$ cat src/rtl/nr_div_scheduler.sv
// Round-robin scheduler wrapped around a shared non-restoring divider, one iteration per clock.
// Optional build macro DIV_ZERO_DET_EN: short-circuit divide-by-zero and raise div_err.
module nr_div_scheduler #(
  parameter int N  = 4,
  parameter int CW = 3
) (
  input  logic         clk,
  input  logic         rst,
  input  logic [1:0]   req_valid,
  output logic [1:0]   req_ready,
  input  logic [N-1:0] dividend0,
  input  logic [N-1:0] divisor0,
  input  logic [N-1:0] dividend1,
  input  logic [N-1:0] divisor1,
  output logic [1:0]   out_valid,
  input  logic [1:0]   out_ready,
  output logic [N-1:0] quotient,
  output logic [N-1:0] remainder,
  output logic         busy,
  output logic         div_err
);

  typedef enum logic [1:0] {IDLE, ITER, FIX, DONE} state_t;

  state_t         state_q, state_d;
  logic [2*N:0]   acc_q, acc_d;
  logic [N:0]     m_q, m_d;
  logic [CW-1:0]  cnt_q, cnt_d;
  logic           rr_ptr_q, rr_ptr_d;
  logic           owner_q, owner_d;
  logic [N-1:0]   quot_q, quot_d;
  logic [N-1:0]   rem_q, rem_d;

  logic           grant_vld, grant, zero_skip;
  logic [N-1:0]   sel_dividend, sel_divisor;
  logic [N:0]     upper_step, upper_fix;
  logic [2*N:0]   acc_iter;

  // Requester at rr_ptr wins when valid, otherwise the other one.
  assign grant_vld    = |req_valid;
  assign grant        = req_valid[rr_ptr_q] ? rr_ptr_q : ~rr_ptr_q;
  assign sel_dividend = grant ? dividend1 : dividend0;
  assign sel_divisor  = grant ? divisor1  : divisor0;

  // Add/subtract choice follows the sign of the partial remainder before the shift.
  assign upper_step = acc_q[2*N] ? (acc_q[2*N-1:N-1] + m_q) : (acc_q[2*N-1:N-1] - m_q);
  assign acc_iter   = {upper_step, acc_q[N-2:0], ~upper_step[N]};
  assign upper_fix  = acc_q[2*N] ? (acc_q[2*N:N] + m_q) : acc_q[2*N:N];

`ifdef DIV_ZERO_DET_EN
  logic err_q;

  assign zero_skip = (sel_divisor == '0);

  always_ff @(posedge clk) begin
    if (rst)                                        err_q <= 1'b0;
    else if (state_q == IDLE && grant_vld && zero_skip) err_q <= 1'b1;
    else if (state_d == IDLE)                       err_q <= 1'b0;
  end

  assign div_err = err_q;
`else
  assign zero_skip = 1'b0;
  assign div_err   = 1'b0;
`endif

  always_comb begin
    // NOTE: every output of this block gets a default first, so no path can infer a latch.
    state_d   = state_q;
    acc_d     = acc_q;
    m_d       = m_q;
    cnt_d     = cnt_q;
    rr_ptr_d  = rr_ptr_q;
    owner_d   = owner_q;
    quot_d    = quot_q;
    rem_d     = rem_q;
    req_ready = 2'b00;
    case (state_q)
      IDLE: begin
        if (grant_vld) begin
          req_ready = grant ? 2'b10 : 2'b01;
          owner_d   = grant;
          rr_ptr_d  = ~grant;
          cnt_d     = '0;
          acc_d     = {{(N+1){1'b0}}, sel_dividend};
          m_d       = {1'b0, sel_divisor};
          if (zero_skip) begin
            quot_d  = '1;
            rem_d   = sel_dividend;
            state_d = DONE;
          end else begin
            state_d = ITER;
          end
        end
      end
      ITER: begin
        acc_d = acc_iter;
        if (cnt_q == CW'(N-1)) state_d = FIX;
        else                   cnt_d   = cnt_q + 1'b1;
      end
      FIX: begin
        acc_d   = {upper_fix, acc_q[N-1:0]};
        quot_d  = acc_q[N-1:0];
        rem_d   = upper_fix[N-1:0];
        state_d = DONE;
      end
      DONE: begin
        if (out_ready[owner_q]) state_d = IDLE;
      end
      default: state_d = IDLE;
    endcase
    if (rst) req_ready = 2'b00;
  end

  // NOTE: sequential state uses non-blocking assignments so all registers update together.
  always_ff @(posedge clk) begin
    if (rst) begin
      state_q  <= IDLE;
      acc_q    <= '0;
      m_q      <= '0;
      cnt_q    <= '0;
      rr_ptr_q <= 1'b0;
      owner_q  <= 1'b0;
      quot_q   <= '0;
      rem_q    <= '0;
    end else begin
      state_q  <= state_d;
      acc_q    <= acc_d;
      m_q      <= m_d;
      cnt_q    <= cnt_d;
      rr_ptr_q <= rr_ptr_d;
      owner_q  <= owner_d;
      quot_q   <= quot_d;
      rem_q    <= rem_d;
    end
  end

  assign out_valid = (state_q == DONE) ? (owner_q ? 2'b10 : 2'b01) : 2'b00;
  assign busy      = (state_q != IDLE);
  assign quotient  = quot_q;
  assign remainder = rem_q;

endmodule

$ cat config.mk
export PLATFORM = sky130hd
export DESIGN_NAME = nr_div_scheduler
export DESIGN_NICKNAME = d
export VERILOG_FILES = /design/src/rtl/nr_div_scheduler.sv
export SDC_FILE = /design/constraint.sdc
export NUM_CORES = 1
export LEC_CHECK = 0
export CORE_ASPECT_RATIO = 2
export CORE_MARGIN = 5
export CORE_UTILIZATION = 45
export CTS_BUF_LIST = sky130_fd_sc_hd__clkbuf_16
export CTS_CLUSTER_DIAMETER = 50
export CTS_CLUSTER_SIZE = 12
export DETAILED_ROUTE_END_ITERATION = 6
export PLACE_DENSITY = 0.77
export SYNTH_ARGS = -nofsm -noshare
export SYNTH_HDL_FRONTEND = slang
export SYNTH_SLANG_ARGS = --single-unit
$ cat constraint.sdc
create_clock -name clk -period 4.6 [get_ports clk]
set_clock_uncertainty 0.15 [all_clocks]
set_input_delay 0.92 -clock clk [delete_from_list [all_inputs] [get_ports clk]]
set_output_delay 0.92 -clock clk [all_outputs]
set_load 0.01 [all_outputs]
==> summary.md <==
| Metric | Value |
|---|---|
| Status | completed |
| GP Congestion | approximately 0.85 |
| Top cells by area, synth | dfxtp_1, ha_1, mux2i_1 |
| Worst r2r path cells | 9 |
| IO buf count | 34 |
| Power per cell area | 501.9 nW/um2 |
| Period Utilization, post-route | around four fifths |
| Clock Tree Buf Depth | 2 |
| WHS | between 0.3 and 0.4 ns |
| Pre-antenna DRT Iters | 4 |
| Flops & latches, synth | 28 |
| Post-DP HPWL | 3163 um |
| Syn avg cell area | between 8 and 9 um2 |
| Hold-fix buffers, CTS | 0 |
| CTS tree | yes |
| Min Tclk post-route | roughly 3.6 ns |
| Residual DRC | 0 |
| Max-Cap Viols | 0 |
| Mean number of vias per cell | around 5.2 |
| Initial antenna violation count | 0 |
| Startpoint types | input pin |
| Reg power frac | about a third |
| Total I/O pin count | 36 |
| CTS buffer count | 3 |
| ANT nets after route | 0 |
| # nets final | 280 |
| CP Capture Type | primary output |
| Gr usage total | 16.94% |
| Area Overhead vs Synth | 24.41% |
| Peak supply drop | roughly 310 uV |
| First-pass GRT wire length | between 7000 and 8000 um |
| Setup TNS | 0 ns |
| Post-Syn Nets | 251 |
| Switching power | ~450 uW |
| Vias in the first global route | roughly 1600 |
| Tightest Pin Transition | roughly 0.73 ns |
| EDFF count, synth | 0 |
| Number of H-tree levels | 1 |
| Antenna diodes | 0 |
| Internal reg-to-reg setup slack | 1.91 ns |
| Worst slew margin | between 50 and 60% |
| Root buffer cell | clkbuf_16 |
| CP Capture Point | req_ready[0] |
| RSZ-0062 raised after global routing | no |
| Sw Ratio | ~40% |
| Synth area leader | dfxtp_1 |
| Layout cells sized above 1 | 4.583% |
| DRT Wirelength | approximately 4100 um |
| Wire length per cell | 14.02 um |
| GRT Residual Overflow | 0 |
| CP startpoint | req_valid[0] |
| Die H | 99.18 um |
| Synth async-reset ratio | 0% |
| CTS sink count | 28 |
| Worst-path clk slew | approximately 0.060 ns |
| Largest net degree at the start of global routing | 30 |
| R2R Path End | acc_q[0] |
| Row count | 32 |
| 1st-iter DRT viols | 23 |
| Sequential fraction of the synthesis area | 31.33% |
| Leakage | 0.0009064 uW |
| Final-report setup violation count | 0 |
| Worst EP required | between 3 and 4 ns |
| Slew Limit Fails | 0 |
| Synth Flop Type | dfxtp_1 |
| Crit-path max FO | 4 |
| Width of the chip | around 55 um |
| Vias | about 1500 |
| Arr. time, crit path | 2.54 ns |
| Worst setup path class | input pin to primary output |
| Hold Path Stages | 2 |
| Core Area | approximately 3800 um2 |
| Post-Syn Area | 1789 um2 |
| Post-Synthesis Cells | 212 |
| Comb pwr share | a little over 50% |
| Fin. Hold Viols | 0 |
| Cell-internal power | just under 700 uW |
| Clk pwr share | between 15 and 20% |
| Yosys Warn Count | 0 |
| Post-CTS Resized | 0 |
| F_max | ~280 MHz |
| Synth top area share | a little under a third |
| Skew-Pair Late Insertion Delay | roughly 0.26 ns |
| Die Area | about 5400 um2 |
| Initial Util | between 40 and 50% |
| HP Class | flop to flop |
| Post-synth cell types | between 40 and 50 |
| Postcts setup bufs | 0 |
| RR Startpoint | m_q[0] |
==> power groups by stage <==
| stage | logic [uW] | registers [uW] | clock network, uW |
|---|---|---|---|
| after CTS | 573 | 356 | 198 |
| final | 567 | 354 | 196 |
| after global placement | 551 | 360 | 0 |
| after global routing | 634 | 365 | 211 |
| after detailed placement | 568 | 361 | 0 |
| after floorplan | 438 | 343 | 0 |
==> flip-flops by register name, summed over array words and instances, names as in the netlist <==
name       cells
remainder      4
quotient       4
rr_ptr_q       1
state_q        2
acc_q          9
m_q            4
owner_q        1
cnt_q          3
==> cells by family (layout without fill, tap and decap cells) <==
logic type | count (synthesis) | in the layout | share of synthesized area, %
multiplexers | 19 | 19 | 11.26
adder cells (fa/ha/maj) | 17 | 17 | 12.73
flip-flops | 28 | 28 | 31.33
XOR/XNOR | 7 | 7 | 3.427
buffers and inverters | 23 | 51 | 5.734
AND/OR/NAND/NOR | 78 | 78 | 21.40
other | 1 | 1 | 0.2096
AO/OA/AOI/OAI | 39 | 39 | 13.92
==> routing by layer <==
| layer | track usage [%] | part of all wire [%] | routed length, um |
|---|---|---|---|
| met1 | 17.33 | 37 | 1494 |
| met2 | 32.03 | 60 | 2440 |
| met3 | 1.799 | 1.5 | 63 |
| met4 | 6.718 | 2.0 | 81 |
| met5 | 0 | 0 | 0 |
==> synth_stat cells (all sizes together), types with 8 or more instances <==
| cell | count |
|---|---|
| ha | 15 |
| mux2i | 13 |
| nor3 | 8 |
| nor2 | 24 |
| nand2 | 24 |
| a21oi | 16 |
| dfxtp | 28 |
| inv | 11 |
==> worst max-delay path: stages <==
cell             delay, ns
clkdlybuf4s50_1       0.53
inv_1                 0.07
mux2i_2               0.22
nor3b_1               0.23
clkdlybuf4s50_1       0.57
==> stage by stage <==
stage	instances	power (uW)	setup WS, ns	utilization [%]	cell area, um2
after CTS	291	1127	0.9931	57.91	2226
after floorplan	212	781.3	1.900	-	1789
after detailed placement	287	929.2	0.9890	55.86	2147
final	291	1117	0.9869	57.91	2226
after global routing	291	1209	0.9124	57.91	2226
after global placement	287	910.8	1.041	55.86	2147
==> area by class of cell <==
type,instances,area (um2)
sequential,28,560.5
clock buffer,3,75.07
inverter,11,41.29
timing repair buffer,36,355.3
fill,384,1618
tap,51,63.81
clock inverter,1,3.754
multi-input combinational,161,1126
==> layout by cell type, fill, tap and decap left out, drive strengths merged <==
master         instances
nor3                   8
xor2                   3
mux2i                 13
nor3b                  4
conb                   1
and4b                  1
buf                    2
clkinv                 1
or3                    1
o22a                   1
nand2                 24
dfxtp                 28
ha                    15
a211oi                 6
mux2                   6
inv                   11
xnor2                  4
clkbuf                 3
nand4bb                1
a21o                   3
nand3                  4
nand3b                 1
nor2b                  4
a22o                   1
o21ai                  4
nand2b                 2
fa                     2
nand4                  1
a21oi                 16
o211ai                 6
o22ai                  1
nor2                  24
clkdlybuf4s50         34
o21a                   1
or2                    2
nor4                   1
==> how the worst min path moves through the flow <==
stage            startpoint           end  slack, ns
2_1_floorplan      acc_q[1]      acc_q[1]       0.30
3_3_place_gp   remainder[1]  remainder[1]       0.31
3_5_place_dp   remainder[0]  remainder[0]       0.31
4_1_cts        remainder[0]  remainder[0]       0.32
5_1_grt        remainder[0]  remainder[0]       0.35
6_report       remainder[0]  remainder[0]       0.32
(Power assumes the default switching activity.)
